$ cat src/rtl/req_ack_responder.sv
// rtl/req_ack_responder.sv - fixed-latency request/acknowledge responder with saturating stats
module req_ack_responder #(
  parameter int LATENCY = 4,
  parameter int DW      = 8,
  parameter int CNT_W   = 16
) (
  input  logic             clk,
  input  logic             rst,
  input  logic             req_i,
  input  logic [DW-1:0]    data_i,
  input  logic             flush_i,
  output logic             ack_o,
  output logic [DW-1:0]    data_o,
  output logic             busy_o,
  output logic [CNT_W-1:0] req_cnt_o,
  output logic [CNT_W-1:0] ack_cnt_o,
  output logic [CNT_W-1:0] drop_cnt_o
);

  // Popcount width for in-flight entries, and a sum width wide enough
  // that adding a full pipeline's worth of drops cannot overflow.
  localparam int PW = $clog2(LATENCY + 1);
  localparam int SW = ((CNT_W > PW) ? CNT_W : PW) + 1;
  localparam logic [CNT_W-1:0] CNT_MAX = {CNT_W{1'b1}};

  logic [LATENCY-1:0] valid_q, valid_d;
  logic [DW-1:0]      data_q [LATENCY];
  logic [DW-1:0]      data_d [LATENCY];
  logic               busy_q, busy_d;
  logic [CNT_W-1:0]   req_cnt_q, req_cnt_d;
  logic [CNT_W-1:0]   ack_cnt_q, ack_cnt_d;
  logic [CNT_W-1:0]   drop_cnt_q, drop_cnt_d;
  logic [PW-1:0]      inflight;
  logic [SW-1:0]      drop_sum;

  // Next-state: shift the pipeline, flush kills everything past stage 1,
  // and counters advance with saturation.
  always_comb begin
    valid_d    = '0;
    valid_d[0] = req_i;
    data_d[0]  = data_i;
    for (int i = 1; i < LATENCY; i++) begin
      valid_d[i] = valid_q[i-1] & ~flush_i;
      data_d[i]  = data_q[i-1];
    end
    busy_d = |valid_d;

    inflight = '0;
    for (int i = 0; i < LATENCY; i++) begin
      inflight = inflight + PW'(valid_q[i]);
    end
    drop_sum = SW'(drop_cnt_q) + SW'(inflight);

    req_cnt_d = req_cnt_q;
    if (req_i && (req_cnt_q != CNT_MAX)) begin
      req_cnt_d = req_cnt_q + CNT_W'(1);
    end

    ack_cnt_d = ack_cnt_q;
    if (valid_q[LATENCY-1] && !flush_i && (ack_cnt_q != CNT_MAX)) begin
      ack_cnt_d = ack_cnt_q + CNT_W'(1);
    end

    drop_cnt_d = drop_cnt_q;
    if (flush_i) begin
      if (drop_sum > SW'(CNT_MAX)) begin
        drop_cnt_d = CNT_MAX;
      end else begin
        drop_cnt_d = drop_sum[CNT_W-1:0];
      end
    end
  end

  // State registers; reset outranks flush and request.
  always_ff @(posedge clk) begin
    if (rst) begin
      valid_q    <= '0;
      busy_q     <= 1'b0;
      req_cnt_q  <= '0;
      ack_cnt_q  <= '0;
      drop_cnt_q <= '0;
      for (int i = 0; i < LATENCY; i++) begin
        data_q[i] <= '0;
      end
    end else begin
      valid_q    <= valid_d;
      busy_q     <= busy_d;
      req_cnt_q  <= req_cnt_d;
      ack_cnt_q  <= ack_cnt_d;
      drop_cnt_q <= drop_cnt_d;
      for (int i = 0; i < LATENCY; i++) begin
        data_q[i] <= data_d[i];
      end
    end
  end

  assign ack_o      = valid_q[LATENCY-1];
  assign data_o     = valid_q[LATENCY-1] ? data_q[LATENCY-1] : '0;
  assign busy_o     = busy_q;
  assign req_cnt_o  = req_cnt_q;
  assign ack_cnt_o  = ack_cnt_q;
  assign drop_cnt_o = drop_cnt_q;

endmodule

$ cat config.mk
export PLATFORM = sky130hd
export DESIGN_NAME = req_ack_responder
export DESIGN_NICKNAME = d
export VERILOG_FILES = /design/src/rtl/req_ack_responder.sv
export SDC_FILE = /design/constraint.sdc
export NUM_CORES = 1
export LEC_CHECK = 0
export BUFFER_PORTS_ARGS = -buffer_cell sky130_fd_sc_hd__buf_2
export CORE_MARGIN = 2
export CORE_UTILIZATION = 45
export CTS_BUF_LIST = sky130_fd_sc_hd__clkbuf_8
export CTS_CLUSTER_DIAMETER = 80
export CTS_CLUSTER_SIZE = 10
export DETAILED_ROUTE_END_ITERATION = 6
export PLACE_DENSITY = 0.67
export SLEW_MARGIN = 10
export SYNTH_ARGS = -nofsm -noshare
export SYNTH_HDL_FRONTEND = slang
export SYNTH_SLANG_ARGS = --single-unit
$ cat constraint.sdc
create_clock -name clk -period 6.04 [get_ports clk]
set_clock_uncertainty 0.15 [all_clocks]
set_input_delay 0.906 -clock clk [delete_from_list [all_inputs] [get_ports clk]]
set_output_delay 0.906 -clock clk [all_outputs]
set_load 0.1 [all_outputs]
After elaboration in Yosys (flattened, before gate mapping)
Memory sizes are Yosys's and may differ from the RTL's.
Index checks and enable logic that the tools add are counted.
- $lt $le $gt $ge: 1
- reductions and logical operators: 5
- mux-type cells: 9
- $add $sub $neg: 6
- bitwise logic cells: 8
- equal/unequal tests: 2
- operators by type and width (operator ; number):
    8-bit two-way mux ; 5
    16-bit by 1-bit adder with 16-bit output (second input constant) ; 2
    16-bit != test (second input constant) ; 2
    16-bit by 3-bit adder with 17-bit output ; 1
    17-bit by 16-bit greater-than comparator with 1-bit output (second input constant) ; 1
    16-bit two-way mux ; 1
    1-bit OR ; 4
    4-bit OR reduction ; 1
    2-bit by 1-bit adder with 3-bit output ; 1
    3-bit by 1-bit adder with 3-bit output ; 1
    1-bit bitwise AND ; 3
    1-bit logical AND ; 3
    1-bit two-way mux ; 3
    1-bit by 1-bit adder with 2-bit output ; 1
    1-bit logical NOT ; 1
    1-bit inverter ; 1
- bits in writable memories: 32
- input bits: 12
- logic and storage cells: 37
- register bits: 53
- output and inout port bits: 58
- memories kept: 1
- memories (memory ; depth ; width ; read ports ; clocked after memory_dff ; wr ports ; RTL line ; RTL):
    data_q ; 4 ; 8 ; 4 ; 0 ; 4 ; 27 ; logic [DW-1:0] data_q [LATENCY];

Logic depth before layout (Yosys ltp)
Gate-level depths: netlist (run 1).
- word-level depth: 6
- mapped depth: 10
- mapped depth without buffers: 9

Worst setup path before layout (run 1)
Ideal clock, no wire load.
- kind: reg2reg
- start point: register valid_q[3]
- end point: register drop_cnt_q[5] (netlist: drop_cnt_o[5])
- buffers on the path: 2
- library setup time: 0.066 ns
- stages on the path, launching flop included: 11
- setup slack: 2.740 ns
- arrival: 3.083 ns
- required time: 5.824 ns
- period minus slack after synthesis: 3.300 ns
- cells stage by stage: dfxtp_1 > clkbuf_1 > inv_1 > fa_1 > inv_1 > fa_1 > nand3_1 > or4_1 > buf_2 > a41o_1 > a21oi_2
- cells in the longest elaborated chain, start to end: 4
- RTL lines (element ; RTL line ; RTL):
    start, declared ; 26 ; logic [LATENCY-1:0] valid_q, valid_d;
    start signal, assigned ; 86 ; valid_q <= valid_d;
    3-bit by 1-bit adder with 3-bit output (*) ; 50 ; inflight = inflight + PW'(valid_q[i]);
    16-bit by 3-bit adder with 17-bit output (*) ; 52 ; drop_sum = SW'(drop_cnt_q) + SW'(inflight);
    17-bit by 16-bit greater-than comparator with 1-bit output ; 66 ; if (drop_sum > SW'(CNT_MAX)) begin
    16-bit two-way mux (*) ; 66 ;
    end signal, assigned ; 90 ; drop_cnt_q <= drop_cnt_d;
    end, declared ; 32 ; logic [CNT_W-1:0] drop_cnt_q, drop_cnt_d;
Mark *: on every way between the ends. The rest lies on a longest branch, timed or not.
A chain may end at the register's enable or synchronous reset.

Worst setup path in the final report (run 1)
- start point: register drop_cnt_q[0] (netlist: drop_cnt_o[0])
- end point: register drop_cnt_q[12] (netlist: drop_cnt_o[12])
- cells in the longest elaborated chain, start to end: 3
- RTL lines (element ; RTL line):
    16-bit by 3-bit adder with 17-bit output (*) ; 52
    17-bit by 16-bit greater-than comparator with 1-bit output ; 66
    16-bit two-way mux (*) ; 66
Marks and branches as above.

==> metrics.md, run 1 <==
| Metric | Value |
|---|---|
| Drt wl/cell | `roughly 13 µm` |
| P per Cell Area | `between 200 and 250 nW/µm²` |
| Crit path top cell by count | `fa_1` |
| DR pass1 iterations | `4` |
| Ordered cell list for the critical path | `fa_1 -> inv_1 -> fa_1 -> inv_1 -> fa_1 -> nand3_1 -> or4_1 -> and4_1 -> nor3_2` |
| Vias per Instance | `5.49` |
| Global-route wire length before repair | `around 13000 µm` |
| Clock sinks | `85` |
| Mean Syn Cell Area | `about 9 µm²` |
| Top cells by area in the synthesized netlist | `dfxtp_1, nor2b_1, a21oi_1` |
| Clk Latency, worst-skew pair | `roughly 360 ps` |
| Buffers inserted by post-CTS timing repair | `0` |
| Worst reg2reg path depth | `9` |
| Root Driver | `clkbuf_8` |
| Final setup margin | `around 3000 ps` |
| Flip-flop cell with the highest count after synthesis | `dfxtp_1` |
| I/O pins | `70` |
| Number of nets at the end of the flow | `476` |
| Count of maximum capacitance violations | `0` |
| Total Die Area | `8720 µm²` |
| Core Box Area | `between 7000 and 8000 µm²` |
| Worst Path Buf+Inv | `2` |
| Cell taking the most area after synthesis | `dfxtp_1` |
| TritonCTS clock tree | `yes` |
| Slowest cell delay on critical path | `680 ps` |
| Critical path's slowest cell | `or4_1` |
| Number of different library cells in the post-synthesis netlist | `51` |
| Post-CTS Resized | `0` |
| Total number of H-tree levels | `3` |
| Clock Pin Slew Worst Setup and Hold Paths | `100 ps` |
| Number of filler cells placed in the layout | `732` |
| Arrival time at the worst endpoint | `3180 ps` |
| Number of I/O port buffers | `69` |
| Initial cell density of the core | `46.6%` |
| Largest fanout on the critical path | `9` |
| Post-place setup slack | `3030 ps` |
| Start-to-end type of the worst setup path | `flop to flop` |
| Minimum clock period | `3050 ps` |
| Most used standard cell by instance count after synthesis | `dfxtp_1` |
| Drc violations | `0` |
| RSZ-0062 raised after global routing | `no` |
| Number of warnings reported in the yosys synthesis log | `0` |
| Relative slew slack | `between 40% and 50%` |
| Top Family by Delay on Critical Path | `simple AND/OR/NAND/NOR gates` |
| Number of core rows | `32` |
| Max-slew violations | `0` |
| Worst setup SP type | `flop` |
| CP Depth | `9` |
| Antenna violations before repair | `0` |
| Final core utilization | `54.7%` |
| Hold violation count in the final report | `0` |
| Tot GR Track Use | `18.2%` |
| Least-Margin Pin Slew | `881 ps` |
| Ranking of synthesized cells by instance count | `dfxtp_1, nor2b_1, nand2_1` |
| Synthesized Nets | `approximately 410` |
| Number of routed nets with antenna violations | `0` |
| Critical path required time | `6170 ps` |
| Sequential fraction of the synthesis area | `~47%` |
| Worst-case vdd ir drop | `between 150 and 200 µV` |
| Fin cells | `565` |
| Leakage dissipation | `between 0.0015 and 0.002 µW` |
| Die Ht | `just over 90 µm` |
| Quantity of hold-fixing buffers added after cts | `0` |
| Detail Placement HPWL | `5320 µm` |
| Weighted congestion reported at the end of routability-driven placement | `about 0.84` |
| Count of routing violations after the opening detailed-route iteration | `114` |
| Number of flops mapped to enable cells by yosys | `0` |
| Vias in the first global route | `2881` |
| Setup crit end kind | `flop` |
| Congestion Overflow GR | `0` |
| Cell count after synthesis | `390` |
| Layout cell share with drive strength beyond 1 | `approximately 22%` |
| Pin count of the biggest net entering global routing | `43` |
| Number of buffers added by the clock tree synthesis step | `9` |
| Class of the most critical hold timing path | `flop to flop` |
| Deepest clock path buffer count | `2` |
| Status | `completed` |
| Final Cycle Share | `50.5%` |
| Aggregate routed wire length | `7580 µm` |
| Number of synthesized register bits | `85` |
| Worst Hold Path Cells | `1` |
| Share of Yosys cell area claimed by the top area cell type | `47.3%` |
| Final setup violation count | `0` |
| Count of antenna diodes in the layout | `0` |
| Vias after detailed routing | `3102` |
| Placed cell count | `549` |
| Relative area change from synthesis to final layout | `17.5%` |
| Proportion of synthesized flip-flops having asynchronous set or reset | `0%` |
| Final sum of negative setup slack | `0 ps` |
| Highest attainable clock frequency | `328 MHz` |
| Total Power | `1030 µW` |
| Die X-Extent | `93.4 µm` |
| Area of the mapped netlist | `between 3000 and 4000 µm²` |
-- sequential cells by signal, summed over array words and instances (netlist names) --
| name | cells |
|---|---|
| req_cnt_o | 16 |
| data_q | 32 |
| drop_cnt_o | 16 |
| busy_o | 1 |
| valid_q | 4 |
| ack_cnt_o | 16 |
-- logic make-up (layout without fill, tap and decap cells) --
group | after synthesis | count (layout) | synth area share (%)
fa+ha+maj | 6 | 6 | 2.71
simple gates | 190 | 190 | 31.4
xor+xnor | 1 | 1 | 0.244
mux | 6 | 6 | 1.81
buf+inv | 28 | 101 | 2.96
flops | 85 | 85 | 47.3
compound gates | 74 | 74 | 13.6
-- per-layer routing --
| layer | up-vias | global-route usage (%) | share of wire [%] |
|---|---|---|---|
| met5 | - | 0 | 0 |
| met2 | 91 | 30.8 | 48 |
| met1 | 1438 | 22.8 | 44 |
| met3 | 12 | 3.95 | 6.0 |
| li1 | 1561 | - | - |
| met4 | 0 | 6.50 | 1.6 |
-- report_power, final --
group | switching (µW) | leakage [µW] | total, µW | internal (µW)
registers | 4.95 | 0.000691 | 576 | 571
clock network | 233 | 0.0000985 | 396 | 164
logic | 43.6 | 0.000923 | 59.1 | 15.6
total | 281 | 0.00171 | 1030 | 750
-- path summary, 6_finish.rpt --
check	slack [ps]	endpoint	startpoint
worst max-delay path	2990	drop_cnt_o[12]	drop_cnt_o[0]
worst min-delay path	290	data_q[2][6]	data_q[1][6]
worst max register to register	2990	drop_cnt_o[12]	drop_cnt_o[0]
worst min register to register	290	data_q[2][6]	data_q[1][6]
-- stage by stage --
stage          area [µm²]  hold WS (ps)
3_5_place_dp         4030           273
6_report             4230           285
3_3_place_gp         4030           266
5_1_grt              4230           301
4_1_cts              4230           284
2_1_floorplan        3600           264
-- placed cells by master (no fill, tap or decap), types with 4 or more instances in the layout --
cell / n
a21oi_1: 24
a31oi_1: 6
and2_1: 10
and3_1: 6
and4_1: 6
buf_2: 69
clkbuf_8: 9
dfxtp_1: 85
inv_1: 15
mux2_2: 4
nand2_1: 25
nand3_1: 18
nand4_1: 10
nor2_1: 24
nor2b_1: 39
nor3_1: 12
nor4_1: 8
o21ai_0: 12
o31ai_1: 9
or3_1: 8
or4_1: 9
-- layout make-up --
cell class / instances / area, µm² / area share (%)
clock buffer: 9 / 124 / 2.93
timing repair buffer: 70 / 353 / 8.35
tap: 102 / 128 / 3.02
clock inverter: 7 / 75.1 / 1.78
multi-input combinational: 277 / 1790 / 42.3
inverter: 15 / 56.3 / 1.33
sequential: 85 / 1700 / 40.3
Power figures use the tool's default switching activity.
==> run 2: changes to the inputs <==
PLACE_DENSITY = 0.7   (was 0.67)
clock period = 2.8 ns   (was 6.04 ns; I/O delays follow)
==> run 2 against run 1 <==
Global-route usage decreased by 0.28 points; core utilization increased by 0.92 points; final area rose by 1.7%; maximum frequency is 13% higher; worst hold slack worse by 170 ps; setup slack worse by 2900 ps; clock-buffer cell count unchanged; critical path type unchanged; highest routed layer unchanged.
==> metrics.md, run 2 (synthesis results as in run 1) <==
| Metric | Value |
|---|---|
| Sw power | `608 µW (+120%)` |
| Clock sinks | `85 (unchanged)` |
| Drt wl/cell | `13.4 µm (-0.39%)` |
| Relative area change from synthesis to final layout | `19.5%` |
| Die Ht | `93.4 µm (unchanged)` |
| RSZ-0062 raised after global routing | `yes` |
| Number of flip-flops under the largest register name | `32 (unchanged)` |
| DR pass1 iterations | `4 (unchanged)` |
| P per Cell Area | `518 nW/µm² (+110%)` |
| Total placed instance area | `4080 µm² (+1.4%)` |
| Relative slew slack | `52.5% (+12 points)` |
| Count of routing violations after the opening detailed-route iteration | `95 (-17%)` |
| Number of I/O port buffers | `69 (unchanged)` |
| Final setup violation count | `0 (unchanged)` |
| Part of the power in registers | `55.7% (about the same)` |
| Vias in the first global route | `2775 (-3.7%)` |
| Layout cell share with drive strength beyond 1 | `25.6% (+3.4 points)` |
| Quantity of hold-fixing buffers added after cts | `0 (unchanged)` |
| Most frequent cells in the layout | `dfxtp_1, buf_2, nor2b_1` |
| Worst setup SP type | `flop` |
| Count of maximum capacitance violations | `0 (unchanged)` |
| Number of nets at the end of the flow | `481 (+1.1%)` |
| Number of routed nets with antenna violations | `0 (unchanged)` |
| Relative contribution of combinational cells to total power | `5.8% (about the same)` |
| Worst-case vdd ir drop | `294 µV (+88%)` |
| Drc violations | `0 (unchanged)` |
| Vias per Instance | `5.44 (-0.85%)` |
| Root Driver | `clkbuf_8` |
| Number of core rows | `32 (unchanged)` |
| Antenna violations before repair | `0 (unchanged)` |
| Core Box Area | `7730 µm² (unchanged)` |
| Pin count of the biggest net entering global routing | `40 (-7.0%)` |
| Critical path required time | `2950 ps (-3220 ps)` |
| Die X-Extent | `93.4 µm (unchanged)` |
| Largest fanout on the critical path | `8 (-1)` |
| Final Cycle Share | `96.8% (+46 points)` |
| Aggregate routed wire length | `7620 µm (+0.49%)` |
| Cell internal power dissipation | `1620 µW (+120%)` |
| Global-route wire length before repair | `12600 µm (-2.3%)` |
| Leakage dissipation | `0.00173 µW (+1.3%)` |
| Clock network fraction of design power | `38.4% (about the same)` |
| Fin cells | `570 (+0.88%)` |
| TritonCTS clock tree | `yes` |
| Number of buffers added by the clock tree synthesis step | `9 (unchanged)` |
| Buffers inserted by post-CTS timing repair | `0 (unchanged)` |
| Total Die Area | `8720 µm² (unchanged)` |
| I/O pins | `70 (unchanged)` |
| Weighted congestion reported at the end of routability-driven placement | `0.808 (-4.1%)` |
| Deepest clock path buffer count | `2 (unchanged)` |
| Number of filler cells placed in the layout | `714 (-2.5%)` |
| Commonest non-fill, non-tap cell in the layout | `dfxtp_1` |
| Final cell area excluding filler cells | `4300 µm² (+1.7%)` |
| Switching Share | `27.3% (about the same)` |
| Register with the most flip-flops | `data_q` |
| Clock Pin Slew Worst Setup and Hold Paths | `100 ps (about the same)` |
| Max-slew violations | `0 (unchanged)` |
| Arrival time at the worst endpoint | `2860 ps (-320 ps)` |
| Minimum clock period | `2710 ps (-342 ps)` |
| Status | `completed` |
| Hold violation count in the final report | `0 (unchanged)` |
| Congestion Overflow GR | `0 (unchanged)` |
| Highest attainable clock frequency | `369 MHz (+13%)` |
| Detail Placement HPWL | `5320 µm (about the same)` |
| Placed cell count | `554 (+0.91%)` |
| Class of the most critical hold timing path | `input pin to flop` |
| Clk Latency, worst-skew pair | `360 ps (about the same)` |
| Setup crit end kind | `flop` |
| Start-to-end type of the worst setup path | `flop to flop` |
| Count of antenna diodes in the layout | `0 (unchanged)` |
| Initial cell density of the core | `46.6% (unchanged)` |
| Vias after detailed routing | `3103 (+0.032%)` |
| Tot GR Track Use | `17.9% (-0.28 points)` |
| Total number of H-tree levels | `3 (unchanged)` |
| Least-Margin Pin Slew | `704 ps (-177 ps)` |
-- run 2: changes by cell type in the layout (fill, tap and decap cells not counted), sizes merged --
cell    before  now
clkinv       2    0
buf         70   75
inv         19   21
-- run 2: timing repair --
item | in CTS | in global routing
cloned | 0 | 0
gates resized for setup | 1 | 5
pin swaps | 0 | 4
endpoints found under the setup margin | 10 | 15
-- run 2: area by class of cell --
class	instances	area, µm²	share of cell area, %
clock buffers	9	124	2.88
clock inverters	7	70.1	1.63
inverters	15	56.3	1.31
multi-input cells	277	1820	42.3
flip-flops and latches	85	1710	39.8
well taps	102	128	2.97
repair buffers	75	390	9.08
-- run 2: stage by stage --
step                      setup TNS, ps  hold slack [ps]  power (µW)  worst slack (ps)  utilization (%)
after detailed placement           -149              270        1400             -43.2             52.8
after CTS                             0             97.7        2250              45.0             55.4
final                                 0              114        2230              90.2             55.6
after floorplan                       0              264        1370              9.42                -
after global placement                0              265        1400              28.4             52.8
after global routing              -64.3             99.5        2320             -28.8             55.6
-- run 2: critical path, cell delays in order (launching register included) --
cell	delay, ps
dfxtp_2	350
fa_1	560
inv_2	40
fa_2	330
inv_2	70
fa_2	230
nand3_2	80
or4_4	490
a41o_1	270
a21oi_2	90
-- run 2: path summary, 6_finish.rpt --
check | slack, ps | depth (start not counted) | end | startpoint
setup reg to reg | 90 | 9 | drop_cnt_o[5] | valid_q[2]
hold reg to reg | 280 | 1 | data_q[1][5] | data_q[0][5]
hold / removal | 110 | 2 | data_q[0][2] | data_i[2]
setup / recovery | 90 | 9 | drop_cnt_o[5] | valid_q[2]
-- run 2: routing by layer --
layer	track usage, %	vias to the layer above	part of all wire [%]
met5	0	-	0
met4	8.09	0	1.5
met3	3.46	9	4.6
met2	29.0	74	46
met1	23.1	1451	48
li1	-	1569	-
-- run 2: power groups by stage --
stage | Clock, µW | Combinational, µW | Sequential, µW
after detailed placement | 0 | 131 | 1270
after CTS | 881 | 131 | 1240
after global placement | 0 | 129 | 1270
after global routing | 929 | 142 | 1240
final | 856 | 130 | 1240
after floorplan | 0 | 53.9 | 1310
